<file path="config.mk">
export PLATFORM = sky130hd
export DESIGN_NAME = frame_painter
export DESIGN_NICKNAME = d
export VERILOG_FILES = /design/src/rtl/josh_pkg.sv /design/src/rtl/pixel_shader.sv /design/src/rtl/frame_painter.sv
export SDC_FILE = /design/constraint.sdc
export NUM_CORES = 1
export LEC_CHECK = 0
export CORE_ASPECT_RATIO = 0.75
export CORE_MARGIN = 2
export CORE_UTILIZATION = 45
export DETAILED_ROUTE_END_ITERATION = 8
export PLACE_DENSITY_LB_ADDON = 0.3
export SYNTH_ARGS = -nofsm -noshare
export SYNTH_HDL_FRONTEND = slang
export SYNTH_HIERARCHICAL = 1
export SYNTH_SLANG_ARGS = --single-unit
export TNS_END_PERCENT = 20
</file>
<file path="constraint.sdc">
create_clock -name clk -period 5.55 [get_ports clk]
set_clock_uncertainty 0.1 [all_clocks]
set_input_delay 1.11 -clock clk [delete_from_list [all_inputs] [get_ports clk]]
set_output_delay 1.11 -clock clk [all_outputs]
set_load 0.02 [all_outputs]
</file>
<file path="src/rtl/josh_pkg.sv">
// Shared definitions for the game rendering path.
// Holds the screen geometry, the colour palette, and the frame_painter
// state encoding so every block agrees on them.
package josh_pkg;

  localparam int SCR_W   = 160;
  localparam int SCR_H   = 120;
  localparam int DUDE_SZ = 4;
  localparam int OBS_W   = 8;
  localparam int BAND_H  = 4;
  localparam int NUM_OBS = 4;

  // Colours are {R,G,B} for the 3-bit VGA adapter.
  localparam logic [2:0] COL_BG   = 3'b000;
  localparam logic [2:0] COL_BAND = 3'b111;
  localparam logic [2:0] COL_OBS  = 3'b100;
  localparam logic [2:0] COL_DUDE = 3'b010;

  typedef enum logic [1:0] {
    ST_IDLE  = 2'd0,
    ST_SWEEP = 2'd1,
    ST_FLUSH = 2'd2,
    ST_DONE  = 2'd3
  } painter_state_t;

endpackage

</file>
<file path="src/rtl/pixel_shader.sv">
// pixel_shader: purely combinational colour lookup for one pixel.
// Ports:
//   i_x, i_y            pixel column / row being classified
//   i_dude_x, i_dude_y  dude top-left corner (snapshot)
//   i_obs_x/h/top       packed obstacle list (snapshot), slot i at [8i+:8]/[7i+:7]/[i]
//   o_colour            colour after priority dude > obstacle > band > background
//   o_dude_hit          pixel lies inside the dude square
//   o_obs_hit           pixel lies inside any drawn obstacle (obs_h != 0)
module pixel_shader #(
  parameter int SCR_H   = josh_pkg::SCR_H,
  parameter int DUDE_SZ = josh_pkg::DUDE_SZ,
  parameter int OBS_W   = josh_pkg::OBS_W,
  parameter int BAND_H  = josh_pkg::BAND_H,
  parameter int NUM_OBS = josh_pkg::NUM_OBS
) (
  input  logic [7:0]           i_x,
  input  logic [6:0]           i_y,
  input  logic [7:0]           i_dude_x,
  input  logic [6:0]           i_dude_y,
  input  logic [8*NUM_OBS-1:0] i_obs_x,
  input  logic [7*NUM_OBS-1:0] i_obs_h,
  input  logic [NUM_OBS-1:0]   i_obs_top,
  output logic [2:0]           o_colour,
  output logic                 o_dude_hit,
  output logic                 o_obs_hit
);
  import josh_pkg::*;

  // Right/bottom extents are one bit wider than the operands so a shape
  // near the screen edge never wraps back to column/row 0.
  localparam logic [8:0] DUDE_EXT_X = 9'(DUDE_SZ - 1);
  localparam logic [7:0] DUDE_EXT_Y = 8'(DUDE_SZ - 1);
  localparam logic [8:0] OBS_EXT    = 9'(OBS_W - 1);
  localparam logic [6:0] H_MAX      = 7'(SCR_H);
  localparam logic [7:0] Y_END      = 8'(SCR_H);
  localparam logic [6:0] BAND_LO    = 7'(BAND_H);
  localparam logic [6:0] BAND_HI    = 7'(SCR_H - BAND_H);

  logic [8:0]         w_dude_r;
  logic [7:0]         w_dude_b;
  logic               w_in_dude;
  logic               w_in_band;
  logic [NUM_OBS-1:0] w_obs_slot;

  assign w_dude_r  = {1'b0, i_dude_x} + DUDE_EXT_X;
  assign w_dude_b  = {1'b0, i_dude_y} + DUDE_EXT_Y;
  assign w_in_dude = (i_x >= i_dude_x) && ({1'b0, i_x} <= w_dude_r) &&
                     (i_y >= i_dude_y) && ({1'b0, i_y} <= w_dude_b);

  for (genvar g = 0; g < NUM_OBS; g++) begin : g_obs
    logic [7:0] w_ox;
    logic [6:0] w_oh_raw;
    logic [6:0] w_oh;
    logic [8:0] w_or;
    logic       w_in_x;
    logic       w_in_y;

    assign w_ox     = i_obs_x[8*g +: 8];
    assign w_oh_raw = i_obs_h[7*g +: 7];
    // Heights taller than the screen behave as a full-height column.
    assign w_oh     = (w_oh_raw > H_MAX) ? H_MAX : w_oh_raw;
    assign w_or     = {1'b0, w_ox} + OBS_EXT;
    assign w_in_x   = (i_x >= w_ox) && ({1'b0, i_x} <= w_or);
    // Floor obstacles start at row SCR_H-h; h is clamped so this cannot underflow.
    assign w_in_y   = i_obs_top[g] ? (i_y < w_oh)
                                   : ({1'b0, i_y} >= (Y_END - {1'b0, w_oh}));
    assign w_obs_slot[g] = (w_oh != 7'd0) && w_in_x && w_in_y;
  end

  assign w_in_band  = (i_y < BAND_LO) || (i_y >= BAND_HI);
  assign o_dude_hit = w_in_dude;
  assign o_obs_hit  = |w_obs_slot;

  always_comb begin
    o_colour = COL_BG;
    if (w_in_dude)
      o_colour = COL_DUDE;
    else if (|w_obs_slot)
      o_colour = COL_OBS;
    else if (w_in_band)
      o_colour = COL_BAND;
  end

endmodule

</file>
<file path="src/rtl/frame_painter.sv">
// frame_painter: raster renderer feeding the 160x120 3-bit VGA adapter.
// On an accepted start it snapshots the dude/obstacle positions, sweeps
// every pixel in raster order (x fast), emits one registered VGA write per
// pixel and flags any dude/obstacle overlap on collide.
// Ports:
//   clk, resetn            clock, synchronous active-low reset
//   start                  frame request, only honoured in IDLE
//   dude_x, dude_y         dude top-left corner
//   obs_x, obs_h, obs_top  packed obstacle list
//   busy                   high from acceptance until back in IDLE
//   done                   one-cycle pulse when the frame is complete
//   collide                sticky overlap flag for the last frame
//   vga_x, vga_y, vga_colour, vga_plot   registered pixel write
//   dbg_state              current FSM state
module frame_painter #(
  parameter int SCR_W   = josh_pkg::SCR_W,
  parameter int SCR_H   = josh_pkg::SCR_H,
  parameter int DUDE_SZ = josh_pkg::DUDE_SZ,
  parameter int OBS_W   = josh_pkg::OBS_W,
  parameter int BAND_H  = josh_pkg::BAND_H,
  parameter int NUM_OBS = josh_pkg::NUM_OBS
) (
  input  logic                     clk,
  input  logic                     resetn,
  input  logic                     start,
  input  logic [7:0]               dude_x,
  input  logic [6:0]               dude_y,
  input  logic [8*NUM_OBS-1:0]     obs_x,
  input  logic [7*NUM_OBS-1:0]     obs_h,
  input  logic [NUM_OBS-1:0]       obs_top,
  output logic                     busy,
  output logic                     done,
  output logic                     collide,
  output logic [7:0]               vga_x,
  output logic [6:0]               vga_y,
  output logic [2:0]               vga_colour,
  output logic                     vga_plot,
  output josh_pkg::painter_state_t dbg_state
);
  import josh_pkg::*;

  localparam logic [7:0] X_LAST = 8'(SCR_W - 1);
  localparam logic [6:0] Y_LAST = 7'(SCR_H - 1);

  painter_state_t       r_state;
  painter_state_t       w_next;

  logic [7:0]           r_x;
  logic [6:0]           r_y;
  logic [7:0]           r_dude_x;
  logic [6:0]           r_dude_y;
  logic [8*NUM_OBS-1:0] r_obs_x;
  logic [7*NUM_OBS-1:0] r_obs_h;
  logic [NUM_OBS-1:0]   r_obs_top;

  logic [7:0]           r_vga_x;
  logic [6:0]           r_vga_y;
  logic [2:0]           r_vga_colour;
  logic                 r_vga_plot;
  logic                 r_collide;

  logic                 w_accept;
  logic                 w_last;
  logic                 w_sweep;
  logic [2:0]           w_colour;
  logic                 w_dude_hit;
  logic                 w_obs_hit;

  assign w_accept = (r_state == ST_IDLE) && start;
  assign w_sweep  = (r_state == ST_SWEEP);
  assign w_last   = (r_x == X_LAST) && (r_y == Y_LAST);

  // FSM state register.
  always_ff @(posedge clk) begin
    if (!resetn)
      r_state <= ST_IDLE;
    else
      r_state <= w_next;
  end

  // FSM next state and status outputs. FLUSH exists so the last pixel,
  // which is still in the output register, is emitted before done.
  always_comb begin
    w_next = r_state;
    busy   = 1'b1;
    done   = 1'b0;
    case (r_state)
      ST_IDLE: begin
        busy = 1'b0;
        if (start) w_next = ST_SWEEP;
      end
      ST_SWEEP: if (w_last) w_next = ST_FLUSH;
      ST_FLUSH: w_next = ST_DONE;
      ST_DONE: begin
        done   = 1'b1;
        w_next = ST_IDLE;
      end
      default: w_next = ST_IDLE;
    endcase
  end

  // Pixel counters and the position snapshot taken at acceptance.
  always_ff @(posedge clk) begin
    if (!resetn) begin
      r_x       <= '0;
      r_y       <= '0;
      r_dude_x  <= '0;
      r_dude_y  <= '0;
      r_obs_x   <= '0;
      r_obs_h   <= '0;
      r_obs_top <= '0;
    end else if (w_accept) begin
      r_x       <= '0;
      r_y       <= '0;
      r_dude_x  <= dude_x;
      r_dude_y  <= dude_y;
      r_obs_x   <= obs_x;
      r_obs_h   <= obs_h;
      r_obs_top <= obs_top;
    end else if (w_sweep) begin
      if (r_x == X_LAST) begin
        r_x <= '0;
        r_y <= (r_y == Y_LAST) ? 7'd0 : r_y + 7'd1;
      end else begin
        r_x <= r_x + 8'd1;
      end
    end
  end

  pixel_shader #(
    .SCR_H   (SCR_H),
    .DUDE_SZ (DUDE_SZ),
    .OBS_W   (OBS_W),
    .BAND_H  (BAND_H),
    .NUM_OBS (NUM_OBS)
  ) u_shader (
    .i_x        (r_x),
    .i_y        (r_y),
    .i_dude_x   (r_dude_x),
    .i_dude_y   (r_dude_y),
    .i_obs_x    (r_obs_x),
    .i_obs_h    (r_obs_h),
    .i_obs_top  (r_obs_top),
    .o_colour   (w_colour),
    .o_dude_hit (w_dude_hit),
    .o_obs_hit  (w_obs_hit)
  );

  // Output register: one write per swept pixel, one cycle behind the
  // counters. collide is updated alongside the pixel that caused it.
  always_ff @(posedge clk) begin
    if (!resetn) begin
      r_vga_x      <= '0;
      r_vga_y      <= '0;
      r_vga_colour <= '0;
      r_vga_plot   <= 1'b0;
      r_collide    <= 1'b0;
    end else begin
      r_vga_plot <= w_sweep;
      if (w_sweep) begin
        r_vga_x      <= r_x;
        r_vga_y      <= r_y;
        r_vga_colour <= w_colour;
      end
      if (w_accept)
        r_collide <= 1'b0;
      else if (w_sweep && w_dude_hit && w_obs_hit)
        r_collide <= 1'b1;
    end
  end

  assign vga_x      = r_vga_x;
  assign vga_y      = r_vga_y;
  assign vga_colour = r_vga_colour;
  assign vga_plot   = r_vga_plot;
  assign collide    = r_collide;
  assign dbg_state  = r_state;

endmodule

</file>
==> Implementation_results.wiki <==
{| class="wikitable"
! Metric !! Value
|-
| Setup WS post-layout || approximately 2.2 ns
|-
| Worst hold-check slack || ~0.36 ns
|-
| Setup Total Neg Slack || 0 ns
|-
| RSZ-0062 raised after global routing || false
|-
| Gpl congestion || roughly 0.88
|-
| Number of max-cap violations || 0
|-
| Clock tree from TritonCTS || done
|-
| Total die area || between 0.02 and 0.025 mm^2
|-
| Worst setup path start || r_obs_x[16]$_SDFFE_PN0P_
|-
| Setup-failing EPs final || 0
|-
| Worst hold path endpoint || r_dude_y[6]$_SDFFE_PN0P_
|-
| GR Overflow Total || 0
|-
| Number of buffers inserted by hold repair at cts || 0
|-
| Tot GR Track Use || roughly 22%
|-
| Number of instances in the synthesized netlist || 1,101
|-
| Clock-pin slew on the worst setup and hold paths || roughly 0.050 ns
|-
| Total nets after synthesis || 1,346
|-
| Worst hold path startpoint || r_dude_y[6]$_SDFFE_PN0P_
|-
| Number of flops mapped to enable cells by yosys || 0
|-
| Final Hold Violating Endpoints || 0
|-
| Capturing element type of the critical path || flop
|-
| Clock root buffer || sky130_fd_sc_hd__clkbuf_16
|-
| Fraction of registers with async set/reset || 0%
|-
| Cell Area, Synth || slightly below 0.009 mm^2
|-
| Count of instances resized after the clock tree is built || 0
|-
| Met1 WL || about 12,000 um
|-
| Critical setup path kind || flop to flop
|-
| Areal power density over the cells || between 300 and 400 mW/mm^2
|-
| Cell row count || between 40 and 50
|-
| Vert. Die Dim || ~130 um
|-
| Initial Utilization || 45.69%
|-
| Met2 routed wirelength || ~9400 um
|-
| Count of antenna diodes in the layout || 0
|-
| Area leader, netlist || sky130_fd_sc_hd__dfxtp_1
|-
| DRT antenna net count || 0
|-
| Synthesized flop and latch total || about 120
|-
| DIE WIDTH || 165.5 um
|-
| Top routing layer in use || met4
|-
| Global-route wire length before repair || around 37,000 um
|-
| Detail-routed net length per standard cell || between 15 and 20 um
|-
| Num Clock Sinks || 116
|-
| Fmax || around 0.3 GHz
|-
| Number of antenna violations at the first check in global routing || 0
|-
| Total power draw || between 0.003 and 0.004 W
|-
| Number of buffers on the longest clock path || 2
|-
| Clk Latency, worst-skew pair || between 0.4 and 0.5 ns
|-
| Post-Route WL || about 23,000 um
|-
| Crit path required time || approximately 5.7 ns
|-
| Dominant synthesized flop cell || sky130_fd_sc_hd__dfxtp_1
|-
| Endpoint of the worst-slack reg-to-reg timing path || vga_colour[1]$_SDFFE_PN0P_
|-
| Routed vias/inst || about 5.4
|-
| Largest cells by area after synthesis || sky130_fd_sc_hd__dfxtp_1 26%, sky130_fd_sc_hd__ha_1 23%, sky130_fd_sc_hd__nand2_1 8.4%
|-
| YS warnings || 6
|-
| Cts bufs inserted || 17
|-
| Port Buffer Count || 105
|-
| Detailed-routing iteration count for the pre-antenna-repair pass || 5
|-
| Via count of the first global-routing pass || ~7.6k
|-
| Mean instance size in the synthesized netlist || around 8 um^2
|-
| Commonest non-fill, non-tap cell in the layout || sky130_fd_sc_hd__nand2_1
|-
| Count of fill cells added during filler insertion || 1,819
|-
| Launch point of the worst reg-to-reg path || r_obs_x[16]$_SDFFE_PN0P_
|-
| Number of buffers inserted by post-CTS setup repair || 0
|-
| Distinct cell type count after synthesis || 69
|-
| Number of vias in the routed layout || slightly below 8k
|-
| Worst slack after detailed placement || between 2 and 2.5 ns
|-
| Tmin final || approximately 3.4 ns
|-
| Commonest cells after routing, fill and taps aside || 197 x sky130_fd_sc_hd__nand2_1, 163 x sky130_fd_sc_hd__ha_1, 116 x sky130_fd_sc_hd__a21oi_1, 116 x sky130_fd_sc_hd__dfxtp_1, 105 x sky130_fd_sc_hd__clkdlybuf4s50_1
|-
| Run status || complete, no violations
|-
| Worst supply voltage drop on vdd || ~0.0002 V
|-
| Reg-to-reg slack, setup || roughly 2.2 ns
|-
| DRC errors left || 0
|-
| Post-synthesis to final-layout area growth || 21.08%
|-
| Endpoint arrival time on the critical path || between 3 and 4 ns
|-
| Core ar. || just under 0.02 mm^2
|-
| Actual slew at the worst max-slew pin || 0.8547 ns
|-
| Leakage || around 4.3 nW
|-
| DR WL met3 || ~1300 um
|-
| Worst hold path depth || 2
|-
| Detailed placement HPWL || ~16,000 um
|-
| Count of final max-slew check failures || 0
|-
| Yosys top cell area share || about a quarter
|-
| Max-slew headroom || 42.94%
|-
| Nets || 1,443
|-
| CTS H-tree depth || 4
|-
| Detailed Route Iter0 Violations || 479
|-
| Register area share after synthesis || 26.38%
|-
| Worst min-delay path class || flop to flop
|-
| Largest net degree at the start of global routing || 80
|-
| I/O pin cnt || ~110
|-
| Critical Path Fanout Max || 4
|-
| Fraction of layout cells with a size suffix above 1 || under 10%
|-
| Cell depth of the worst flop-to-flop path || 15
|-
| Category of the worst setup path launch point || flop
|-
| Fin crit share || between 60% and 70%
|}
[layer usage]
| layer | vias to the layer above | global-route usage, % |
|---|---|---|
| met4 | 0 | 6.846 |
| met2 | 184 | 33.41 |
| met1 | 3671 | 32.23 |
| li1 | 4081 | - |
| met3 | 24 | 4.612 |
| met5 | - | 0 |
[report_power, final]
group	switching (W)	internal [W]
logic	0.000892	0.000649
clock network	0.000424	0.000694
registers	0.000148	0.000969
total	0.00146	0.00231
[worst max-delay path, stage by stage, from the launching register on]
cell and delay [ns]:
sky130_fd_sc_hd__dfxtp_1 0.39, sky130_fd_sc_hd__inv_1 0.08, sky130_fd_sc_hd__ha_1 0.22, sky130_fd_sc_hd__a21oi_1 0.27
sky130_fd_sc_hd__nand3_1 0.15, sky130_fd_sc_hd__xnor2_1 0.14, sky130_fd_sc_hd__ha_1 0.28, sky130_fd_sc_hd__a21o_1 0.18
sky130_fd_sc_hd__a21o_1 0.19, sky130_fd_sc_hd__a2111o_1 0.39, sky130_fd_sc_hd__o211ai_2 0.12, sky130_fd_sc_hd__nand3_2 0.13
sky130_fd_sc_hd__o211ai_2 0.25, sky130_fd_sc_hd__o31ai_1 0.11, sky130_fd_sc_hd__mux2i_1 0.14, sky130_fd_sc_hd__nor2_1 0.05
[cell type report]
cell class              instances  area, um^2  area share (%)
clock inverters                12       130.1           1.221
multi-input cells             873        6033           56.60
clock buffers                  20       466.7           4.378
repair buffers                110        1089           10.21
inverters                      80       301.5           2.829
flip-flops and latches        116        2322           21.79
well taps                     253       316.6           2.970
[worst max path at each step]
stage / cells after the start / to / slack (ns)
after floorplan: 15 / vga_colour[1]$_SDFFE_PN0P_ / 2.62
after global placement: 5 / r_obs_h[27]$_SDFFE_PN0P_ / 2.06
after detailed placement: 5 / r_obs_h[27]$_SDFFE_PN0P_ / 2.07
after CTS: 15 / vga_colour[1]$_SDFFE_PN0P_ / 2.18
after global routing: 14 / collide$_SDFFE_PP0P_ / 1.87
final: 15 / vga_colour[1]$_SDFFE_PN0P_ / 2.19
[sequential cells by signal (all words and copies together) (netlist names)]
signal and cells:
r_obs_top 4, r_dude_x 8, vga_y 7, r_y 7
r_dude_y 7, r_obs_h 28, vga_colour 3, vga_plot 1
r_obs_x 32, dbg_state 2, vga_x 8, collide 1
r_x 8
[logic make-up after synthesis]
kind of cell | Yosys count | share of synthesized area (%)
AOI/OAI and AO/OA | 248 | 17.47
xor gates and xnor gates | 52 | 5.173
adders and majority gates | 163 | 23.17
buffers and inverters | 112 | 5.131
DFF | 116 | 26.38
muxes | 20 | 2.274
and+or+nand+nor | 390 | 20.41
[cells in the mapped netlist (6+ instances only)]
cell / instances
sky130_fd_sc_hd__nand2_1: 198
sky130_fd_sc_hd__ha_1: 163
sky130_fd_sc_hd__a21oi_1: 116
sky130_fd_sc_hd__dfxtp_1: 116
sky130_fd_sc_hd__inv_1: 75
sky130_fd_sc_hd__nor2_1: 55
sky130_fd_sc_hd__xnor2_1: 43
sky130_fd_sc_hd__nand3_1: 36
sky130_fd_sc_hd__o21ai_0: 31
sky130_fd_sc_hd__clkbuf_1: 22
sky130_fd_sc_hd__mux2i_1: 20
sky130_fd_sc_hd__nand4_1: 20
sky130_fd_sc_hd__nor3_1: 19
sky130_fd_sc_hd__o21a_1: 17
sky130_fd_sc_hd__nor2b_1: 11
sky130_fd_sc_hd__a31oi_1: 10
sky130_fd_sc_hd__xor2_1: 9
sky130_fd_sc_hd__a211o_1: 8
sky130_fd_sc_hd__a211oi_1: 7
sky130_fd_sc_hd__a21o_1: 7
sky130_fd_sc_hd__buf_2: 7
sky130_fd_sc_hd__o21ai_1: 7
sky130_fd_sc_hd__and2_1: 6
sky130_fd_sc_hd__nand2b_1: 6
sky130_fd_sc_hd__o211ai_1: 6
sky130_fd_sc_hd__o31ai_1: 6
sky130_fd_sc_hd__or3_1: 6
[metrics by stage]
| stage | util [%] | std cells | area [um^2] |
|---|---|---|---|
| after detailed placement | 52.22 | 1432 | 10060 |
| after floorplan | - | 1101 | 8803 |
| final | 55.32 | 1464 | 10660 |
| after global placement | 52.22 | 1432 | 10060 |
| after global routing | 55.32 | 1464 | 10660 |
| after CTS | 55.32 | 1464 | 10660 |
Note: power is estimated with default switching activity, not from simulation.
